### config.mk
export PLATFORM = sky130hd
export DESIGN_NAME = axis_output_stage
export DESIGN_NICKNAME = d
export VERILOG_FILES = /design/src/rtl/axis_output_stage.sv
export SDC_FILE = /design/constraint.sdc
export NUM_CORES = 1
export LEC_CHECK = 0
export BUFFER_PORTS_ARGS = -buffer_cell sky130_fd_sc_hd__buf_2
export CAP_MARGIN = 10
export CORE_ASPECT_RATIO = 1.25
export CORE_UTILIZATION = 46
export CTS_CLUSTER_DIAMETER = 30
export DETAILED_ROUTE_END_ITERATION = 12
export PLACE_DENSITY = 0.82
export SLEW_MARGIN = 40
export SYNTH_ARGS = -nofsm -noshare
export SYNTH_HDL_FRONTEND = slang
export SYNTH_SLANG_ARGS = --single-unit
### constraint.sdc
create_clock -name clock -period 1.1 [get_ports clock]
set_input_delay 0.055 -clock clock [delete_from_list [all_inputs] [get_ports clock]]
set_output_delay 0.055 -clock clock [all_outputs]
set_load 0.02 [all_outputs]
### src/rtl/axis_output_stage.sv
// axis_output_stage: single-entry registered AXI-stream slice carrying data and tlast
module axis_output_stage #(
  parameter int DATA_WIDTH = 32
) (
  input  logic                  clock,
  input  logic                  reset,
  input  logic                  load,
  input  logic [DATA_WIDTH-1:0] in_data,
  input  logic                  in_tlast,
  output logic                  ready,
  output logic                  out_valid,
  output logic [DATA_WIDTH-1:0] out_data,
  output logic                  out_tlast,
  input  logic                  out_ready
);
  logic                  valid_q, valid_d;
  logic [DATA_WIDTH-1:0] data_q, data_d;
  logic                  tlast_q, tlast_d;
  assign ready     = ~valid_q | out_ready;
  assign out_valid = valid_q;
  assign out_data  = data_q;
  assign out_tlast = tlast_q;
  always_comb begin
    valid_d = load ? 1'b1 : (out_ready ? 1'b0 : valid_q);
    data_d  = load ? in_data : data_q;
    tlast_d = load ? in_tlast : tlast_q;
  end
  always_ff @(posedge clock) begin
    if (!reset) begin
      valid_q <= 1'b0;
      data_q  <= '0;
      tlast_q <= 1'b0;
    end else begin
      valid_q <= valid_d;
      data_q  <= data_d;
      tlast_q <= tlast_d;
    end
  end
endmodule

==> run summary <==
The area of the core came out at approximately 2700 um^2. The total met3 wirelength after detailed routing is around 170 um. The worst setup slack after placement came out at 0.2566 ns. The number of sinks handled by clock tree synthesis is 34. The flow ran to the end, and the final reports show no timing, DRC or antenna violations. TritonCTS built the clock tree.

The average wire per standard cell came out at ~12 um. In this run the core area contains 21 standard-cell rows. The clock-pin slew of the registers on the worst-case setup and hold paths came out at approximately 0.09 ns.

Compared with the post-synthesis result, the final layout area differs by 51.38%. The first-pass GRT wire length came out at approximately 4.2 mm. The worst setup path is captured at an output pin. Of the cells placed in the final design, the portion with a size suffix greater than 1 is 0.3714. The sum of routed wire length over all layers is between 2 and 3 mm. The area of the die came out at between 3000 and 4000 um^2. The deepest level of the CTS H-tree is 2. In this run the tool buffered the top-level ports with 71 buffer cells. The number of standard cells after synthesis came out at 110. The critical path is of the reg2out type. The count of synthesis-stage warnings from yosys came out at 0. The number of global-route vias before repair came out at 991. The final hold violation count is 0. The count of boundary I/O pins came out at just over 70. Of all nets on the critical path, the largest fanout is 2. Once layout is complete, the utilization of the core stands at 0.7369.

Across the routed clock network, the largest skew measured is 0 ns. The detailed-router iteration count before antenna repair is 3. The final net count is roughly 250. The total track usage came out at 0.1901. The met1 routed wirelength after detailed routing came out at between 1 and 1.5 mm. The period utilization is 0.8484. The mapped cell area is between 1000 and 1500 um^2.

Once placement completed, the tool counted placed cells totaling ~210. Dividing total power by cell area gives a power density of roughly 1300 nW/um^2. Counting I/O delays and the setup requirement, the final critical path takes slightly above 0.9 ns. The share of synthesized area occupied by flip-flops and latches is 0.5166. For this design the static power due to leakage is slightly above 0.001 uW. In the post-route analysis, the smallest setup slack over all paths is about 0.17 ns. Measured along the x axis, the die boundary spans roughly 50 um. The startpoint kind of the worst setup timing path is a flip-flop. The congestion estimate from routability-driven global placement came to a little under 0.7.

In this run the clock root is driven by a clkbuf_4. The finished layout holds about 240 standard cells, fillers aside. The length of routed met2 wiring is approximately 1.5 mm.

VDD sags by at most between 0.0008 and 0.0009 V. The DRC violation total after the first TritonRoute iteration is 11. The number of flip-flops and latches in the synthesized netlist came out at 34. Hold timing on the final database bottoms out at a slack of between 0.008 and 0.009 ns. At the later pin of the worst-skew pair, clock insertion delay measures 0.32 ns. Setup repair after global routing left no endpoint under its margin.

For this configuration, the core starts out at a cell density of 0.4868. The HPWL after detailed placement is roughly 1.8 mm. Summed over all layers, the global routing overflow is 0. For the pin with the worst max-slew slack, the measured transition is 0.4240 ns. At the worst endpoint, the required time is ~1.0 ns.

The die extent in y came out at between 60 and 70 um. The count of nets left with antenna violations after detail routing is 0. The final antenna diode count is 0. The number of maximum-capacitance violations is 0. Data on the critical path arrives at its endpoint at around 0.88 ns. The number of vias per cell came out at 4.480.

The final-report max-slew violation count is 0. The total setup violations reported at the end of the flow is 0. The worst max-slew margin expressed relative to the limit came out at 0.7173. The post-synthesis net count came out at 147.

The clock passes through at most 2 buffers. The detailed-route via count came out at about 1100. The number of antenna violations at the first check in global routing is 0. Entering global routing, the biggest net connects 35 pins. The highest metal layer used by the detailed router is met4.

In this run, distinct cell masters in the synthesized netlist total 9. The number of clock buffers added by TritonCTS is 5. The highest achievable clock rate came out at about 1100 MHz. Setup total negative slack on the finished layout was measured at 0 ns. The remaining routing DRC violations came out at 0. The path class of the tightest hold or removal check is in2reg. The synthesized area divided by synthesized cell count is roughly 12 um^2.
## Yosys cell counts
| master | n | share of area |
|---|---|---|
| clkbuf_1 | 3 | 0.0085 |
| buf_12 | 3 | 0.046 |
| mux2i_1 | 33 | 0.25 |
| a21boi_0 | 1 | 0.0057 |
| dfxtp_1 | 34 | 0.52 |
| nor2b_1 | 33 | 0.16 |
| inv_1 | 1 | 0.0028 |
| nand2b_1 | 1 | 0.0048 |
| buf_6 | 1 | 0.0085 |
## placed cells by master (no fill, tap or decap), drive strengths merged
cell / instances
clkbuf: 6
inv: 1
a21boi: 1
buf: 72
dlygate4sd3: 29
nand2b: 1
dfxtp: 34
nor2b: 33
mux2i: 33
## registers in the layout, indices dropped and copies added (netlist names)
register   count
out_data      32
out_valid      1
out_tlast      1
## metrics by stage
step	total power [uW]	instance area [um^2]
4_1_cts	2517	1974
3_3_place_gp	1767	1653
2_1_floorplan	1642	1318
5_1_grt	2627	1994
3_5_place_dp	1783	1653
6_report	2496	1994
## final timing paths
check,from,endpoint,slack [ns],depth (start not counted)
worst min-delay path,in_data[3],out_data[3]$_SDFFE_PN0P_,0.008,3
worst max-delay path,out_valid$_SDFFE_PN0P_,ready,0.17,2
worst max register to register,out_data[10]$_SDFFE_PN0P_,out_data[10]$_SDFFE_PN0P_,0.46,2
worst min register to register,out_valid$_SDFFE_PN0P_,out_valid$_SDFFE_PN0P_,0.50,2
## timing repair
item | CTS | global route
hold endpoints to repair | 27 | 2
hold buffers | 27 | 2
gates resized for setup | 0 | 0
setup buffers | 0 | 0
## critical path: stages (launching register included)
cell and delay, ns:
dfxtp_1 0.33, nand2b_1 0.06, buf_2 0.16
## layer usage
metal  GRT usage  vias up
met5           0        -
met4     0.09796        0
met3     0.06569        9
met2      0.3494       51
met1      0.1940      471
li1            -      562
## final cells by class
cell class	count	area [um^2]
Clock buffer	6	51.30
Timing Repair Buffer	101	665.6
Fill cell	182	711.9
Inverter	1	3.754
Sequential cell	34	680.7
Multi-Input combinational cell	68	550.5
Tap cell	34	42.54
## power by group
part / internal (uW) / switching, uW
combinational: 258 / 237
clock: 288 / 373
sequential: 1300 / 36.3
## cells by family (layout without fill, tap and decap cells)
group / count (synthesis) / after routing / synth area share
buffers and inverters: 8 / 108 / 0.06552
AOI/OAI and AO/OA: 1 / 1 / 0.005700
and+or+nand+nor: 34 / 34 / 0.1614
DFF: 34 / 34 / 0.5166
muxes: 33 / 33 / 0.2507
Note: power is estimated with default switching activity, not from simulation.
